File: config.mk
export PLATFORM = sky130hd
export DESIGN_NAME = shadow_transposer
export DESIGN_NICKNAME = d
export VERILOG_FILES = /design/src/rtl/shadow_pkg.sv /design/src/rtl/shadow_perm_idx.sv /design/src/rtl/shadow_transposer.sv
export SDC_FILE = /design/constraint.sdc
export NUM_CORES = 1
export LEC_CHECK = 0
export BUFFER_PORTS_ARGS = -buffer_cell sky130_fd_sc_hd__buf_2
export CAP_MARGIN = 30
export CORE_MARGIN = 8
export CORE_UTILIZATION = 42
export DETAILED_ROUTE_END_ITERATION = 16
export GPL_TIMING_DRIVEN = 0
export HOLD_SLACK_MARGIN = 0.06
export PLACE_DENSITY_LB_ADDON = 0.15
export SLEW_MARGIN = 40
export SYNTH_ARGS = -nofsm -noshare
export SYNTH_HDL_FRONTEND = slang
export SYNTH_SLANG_ARGS = --single-unit
File: constraint.sdc
create_clock -name clk -period 3.4 [get_ports clk]
set_input_delay 0.17 -clock clk [delete_from_list [all_inputs] [get_ports clk]]
set_output_delay 0.17 -clock clk [all_outputs]
set_load 0.01 [all_outputs]
File: src/rtl/shadow_pkg.sv
// Shared Shadow definitions: permutation modes, transposer FSM states and the
// row-index mapping between bundle order and DWchunk order.
package shadow_pkg;

    typedef enum logic [1:0] {
        MODE_NAT = 2'd0,
        MODE_B2C = 2'd1,
        MODE_C2B = 2'd2,
        MODE_RSV = 2'd3
    } mode_t;

    typedef enum logic {
        ST_LOAD  = 1'b0,
        ST_DRAIN = 1'b1
    } state_t;

    // Source row index for output word j; reserved mode falls back to natural order.
    function automatic int perm_index(input int nb, input int nr, input mode_t mode, input int j);
        case (mode)
            MODE_B2C: return nr * (j % nb) + j / nb;
            MODE_C2B: return nb * (j % nr) + j / nr;
            default:  return j;
        endcase
    endfunction

endpackage

File: src/rtl/shadow_perm_idx.sv
// Maps (mode, output index) to the buffer row to read; pure combinational lookup.
// Tables are elaborated per parameter set, so no divider is built.
module shadow_perm_idx
    import shadow_pkg::*;
#(
    parameter int NB = 4,
    parameter int NR = 4,
    localparam int N  = NB * NR,
    localparam int CW = (N > 1) ? $clog2(N) : 1
) (
    input  mode_t          mode_i,
    input  logic [CW-1:0]  rcnt_i,
    output logic [CW-1:0]  idx_o
);

    logic [CW-1:0] tbl_b2c [N];
    logic [CW-1:0] tbl_c2b [N];

    for (genvar j = 0; j < N; j++) begin : g_tbl
        assign tbl_b2c[j] = CW'(perm_index(NB, NR, MODE_B2C, j));
        assign tbl_c2b[j] = CW'(perm_index(NB, NR, MODE_C2B, j));
    end

    always_comb begin
        idx_o = rcnt_i;
        case (mode_i)
            MODE_B2C: idx_o = tbl_b2c[rcnt_i];
            MODE_C2B: idx_o = tbl_c2b[rcnt_i];
            default:  idx_o = rcnt_i;
        endcase
    end

endmodule

File: src/rtl/shadow_transposer.sv
// Buffers one N-row Shadow state, then re-emits it in natural, B2C or C2B order.
// Single buffer: a frame is fully loaded before draining, and drained before the next load.
module shadow_transposer
    import shadow_pkg::*;
#(
    parameter int NB = 4,
    parameter int NR = 4,
    parameter int W  = 32
) (
    input  logic          clk,
    input  logic          rst,
    input  logic          in_valid,
    output logic          in_ready,
    input  logic [W-1:0]  in_data,
    input  logic [1:0]    in_mode,
    output logic          out_valid,
    input  logic          out_ready,
    output logic [W-1:0]  out_data,
    output logic          out_last
);

    localparam int N  = NB * NR;
    localparam int CW = (N > 1) ? $clog2(N) : 1;
    localparam logic [CW-1:0] LAST = CW'(N - 1);

    state_t        state_q, state_d;
    logic [CW-1:0] wcnt_q, wcnt_d;
    logic [CW-1:0] rcnt_q, rcnt_d;
    mode_t         mode_q, mode_d;
    logic [W-1:0]  mem_q [N];
    logic [CW-1:0] rd_idx;
    logic          in_fire;
    logic          out_fire;

    assign in_fire  = in_valid & in_ready;
    assign out_fire = out_valid & out_ready;

    always_ff @(posedge clk) begin
        if (rst) begin
            state_q <= ST_LOAD;
            wcnt_q  <= '0;
            rcnt_q  <= '0;
            mode_q  <= MODE_NAT;
        end else begin
            state_q <= state_d;
            wcnt_q  <= wcnt_d;
            rcnt_q  <= rcnt_d;
            mode_q  <= mode_d;
        end
    end

    // Frame storage carries no reset; contents are only read after a full load.
    always_ff @(posedge clk) begin
        if (in_fire) begin
            mem_q[wcnt_q] <= in_data;
        end
    end

    always_comb begin
        state_d = state_q;
        wcnt_d  = wcnt_q;
        rcnt_d  = rcnt_q;
        mode_d  = mode_q;
        case (state_q)
            ST_LOAD: begin
                if (in_fire) begin
                    if (wcnt_q == '0) begin
                        mode_d = mode_t'(in_mode);
                    end
                    if (wcnt_q == LAST) begin
                        wcnt_d  = '0;
                        state_d = ST_DRAIN;
                    end else begin
                        wcnt_d = wcnt_q + CW'(1);
                    end
                end
            end
            ST_DRAIN: begin
                if (out_fire) begin
                    if (rcnt_q == LAST) begin
                        rcnt_d  = '0;
                        state_d = ST_LOAD;
                    end else begin
                        rcnt_d = rcnt_q + CW'(1);
                    end
                end
            end
            default: state_d = ST_LOAD;
        endcase
    end

    shadow_perm_idx #(
        .NB (NB),
        .NR (NR)
    ) u_perm_idx (
        .mode_i (mode_q),
        .rcnt_i (rcnt_q),
        .idx_o  (rd_idx)
    );

    // Bus is zeroed outside DRAIN so no stale share data leaks onto it.
    always_comb begin
        in_ready  = (state_q == ST_LOAD);
        out_valid = (state_q == ST_DRAIN);
        out_data  = '0;
        out_last  = 1'b0;
        if (state_q == ST_DRAIN) begin
            out_data = mem_q[rd_idx];
            out_last = (rcnt_q == LAST);
        end
    end

endmodule

==> impl_metrics.env <==
export IMPL_cts_root_buf="clkbuf_16"
export IMPL_final_hold_viol_count=0
export IMPL_cts_buffers_inserted=56
export IMPL_pwr_share_seq=0.527
export IMPL_hpwl_mm=48.7
export IMPL_vias_per_cell=5.76
export IMPL_async_reset_ff_frac=0
export IMPL_fin_nets=1978
export IMPL_min_delay_path_class="in2reg"
export IMPL_worst_path_max_fanout=10
export IMPL_drc=0
export IMPL_synth_edf_count=512
export IMPL_yosysUniqueCellTypes=38
export IMPL_final_max_slew_viol_count=0
export IMPL_switching_share=0.221
export IMPL_clock_path_buffers=3
export IMPL_drtPass1Iterations=5
export IMPL_mostFrequentLayoutCells="edfxtp_1, nand2_1, nand2b_1"
export IMPL_drive_gt1_frac=0.203
export IMPL_dp_slack_ns=-0.285
export IMPL_critPathRequiredTime_ns=3.23
export IMPL_antenna_found_initial=1
export IMPL_diodes=0
export IMPL_yosys_warnings=0
export IMPL_peakVddDrop_uv=418
export IMPL_post_drt_wl_per_cell_um=26.9
export IMPL_core_area_mm2=0.0548
export IMPL_switchingPower_mw=3.02
export IMPL_die_y_um=251
export IMPL_timing_fmax_mhz=300
export IMPL_ant_nets=0
export IMPL_maxCapViolations=0
export IMPL_p_int_mw=10.6
export IMPL_gp_congestion=0.809
export IMPL_grt_pass1_wl_mm=105
export IMPL_track_usage=0.226
export IMPL_io_pins=73
export IMPL_period_share=0.979
export IMPL_fp_dieArea_mm2=0.0628
export IMPL_clkTransAtPathRegs_ns=0.06
export IMPL_overflow=0
export IMPL_cts_sinks=523
export IMPL_period_minus_slack_ns=3.33
export IMPL_syn_inst=1723
export IMPL_layout_commonest_cell="edfxtp_1"
export IMPL_path_class="reg2out"
export IMPL_routed_wl_mm=72.2
export IMPL_endpoint_kind="primary output"
export IMPL_cp_data_arrival_time_ns=3.16
export IMPL_die_w_um=251
export IMPL_grt_max_degree=17
export IMPL_relSlewSlack=0.456
export IMPL_cts_tree="done"
export IMPL_stdcell_count=2682
export IMPL_synthFlopType="edfxtp_1"
export IMPL_clkPwrFrac=0.417
export IMPL_synth_seq_area_share=0.675
export IMPL_setup_ws_ns=0.0704
export IMPL_dpl_cell_count=2538
export IMPL_leakagePower_nw=9.50
export IMPL_syn_area_mm2=0.0231
export IMPL_io_buffers=71
export IMPL_row_count=86
export IMPL_pwr_share_comb=0.055
export IMPL_synth_nets=1766
export IMPL_cts_htree_levels=2
export IMPL_worst_pin_slew_ns=0.816
export IMPL_synthToLayoutAreaGrowth_pct=19.3
export IMPL_status="finished, final reports clean"
export IMPL_grt_pass1_vias=15600
export IMPL_drt_iter0_drc=1412
export IMPL_worstSetupStartpointType="flip-flop"
export IMPL_synth_seq_cells=523
export IMPL_clkLatencyLatePin_ns=0.61
export IMPL_start_util=0.422
export IMPL_power_density_mw_per_mm2=495
export IMPL_vias=15500
export IMPL_clock_skew_ns=0.0122
export IMPL_n_fill_cell=4663
export IMPL_avgSynthCellArea_um2=13.4
export IMPL_setup_viol=0
==> kinds of logic after synthesis <==
family / Yosys count / share of synthesized area
and+or+nand+nor: 529 / 0.115
muxes: 169 / 0.0784
adders and majority gates: 5 / 0.00271
DFF: 523 / 0.675
AOI/OAI and AO/OA: 357 / 0.100
xor gates and xnor gates: 8 / 0.00368
buffers and inverters: 132 / 0.0250
==> state kept, by name, indices dropped and copies added (netlist names) <==
signal	count
mem_q	512
mode_q	2
out_valid	1
rcnt_q	4
wcnt_q	4
==> timing repair <==
action	4_1_cts	5_1_grt
setup endpoints to repair	33	26
gates cloned	0	0
resized for setup	74	27
pin swaps	3	2
buffers inserted	4	2
hold buffers	37	0
hold endpoints to repair	518	0
==> Yosys cell counts (all sizes together), types with 11 or more instances <==
master / number / area [um2]
edfxtp: 512 / 15400
nand2: 199 / 747
nand2b: 194 / 1210
a21oi: 193 / 966
mux2: 97 / 1090
clkbuf: 86 / 323
mux2i: 72 / 721
nor3: 70 / 350
buf: 42 / 239
a2111o: 32 / 360
a211o: 32 / 280
o211ai: 32 / 240
o21ai: 32 / 160
o221ai: 32 / 280
or3: 32 / 200
nor2: 24 / 90.1
dfxtp: 11 / 220
==> layer usage <==
| layer | share of wire | vias up | track usage |
|---|---|---|---|
| met1 | 0.42 | 7764 | 0.300 |
| met2 | 0.48 | 655 | 0.377 |
| met5 | 0 | - | 0 |
| li1 | - | 6913 | - |
| met4 | 0.032 | 0 | 0.0828 |
| met3 | 0.064 | 125 | 0.0276 |
==> critical path: stages (launching register included) <==
cell	delay (ns)
dfxtp_4	0.41
xor2_4	0.19
buf_12	0.14
mux2_2	0.32
buf_4	0.17
buf_2	0.25
mux2_2	0.28
o221ai_1	0.16
o211ai_1	0.40
buf_2	0.22
==> worst paths after layout <==
check             startpoint           to  slack, ns  cells past startpoint
hold reg to reg    wcnt_q[0]    wcnt_q[0]       0.60                      2
setup reg to reg   out_valid    mode_q[0]       0.78                      7
setup / recovery   mode_q[0]  out_data[8]       0.07                      9
hold / removal      in_valid    wcnt_q[0]       0.22                      5
==> area by class of cell <==
cell class              instances  area [um2]  share of cell area
repair buffers                154        1510              0.0546
well taps                     704         881              0.0319
plain buffers                 128         726              0.0263
inverters                       4        15.0            0.000544
multi-input cells            1068        7160               0.260
clock inverters                29         163             0.00590
clock buffers                  72        1520              0.0552
flip-flops and latches        523       15600               0.566
==> power by group through the flow <==
stage / Clock, mW / Combinational (mW) / Sequential, mW
after floorplan: 0 / 0.357 / 7.33
after global placement: 0 / 0.627 / 7.33
after detailed placement: 0 / 0.677 / 7.33
after CTS: 5.78 / 0.746 / 7.19
after global routing: 6.02 / 0.814 / 7.20
final: 5.69 / 0.756 / 7.19
==> metrics by stage <==
| stage | setup TNS, ns | cell area, um2 | hold WS, ns | util | total power [mW] |
|---|---|---|---|---|---|
| global placement | -576.57 | 24400 | 0.410 | 0.445 | 7.96 |
| CTS | 0 | 27500 | 0.194 | 0.503 | 13.7 |
| detailed placement | -1.55 | 25200 | 0.415 | 0.461 | 8.01 |
| floorplan | 0 | 23100 | 0.269 | - | 7.68 |
| finish | 0 | 27600 | 0.222 | 0.503 | 13.6 |
| global route | -0.000239 | 27600 | 0.260 | 0.503 | 14.0 |
Note: power is estimated with default switching activity, not from simulation.
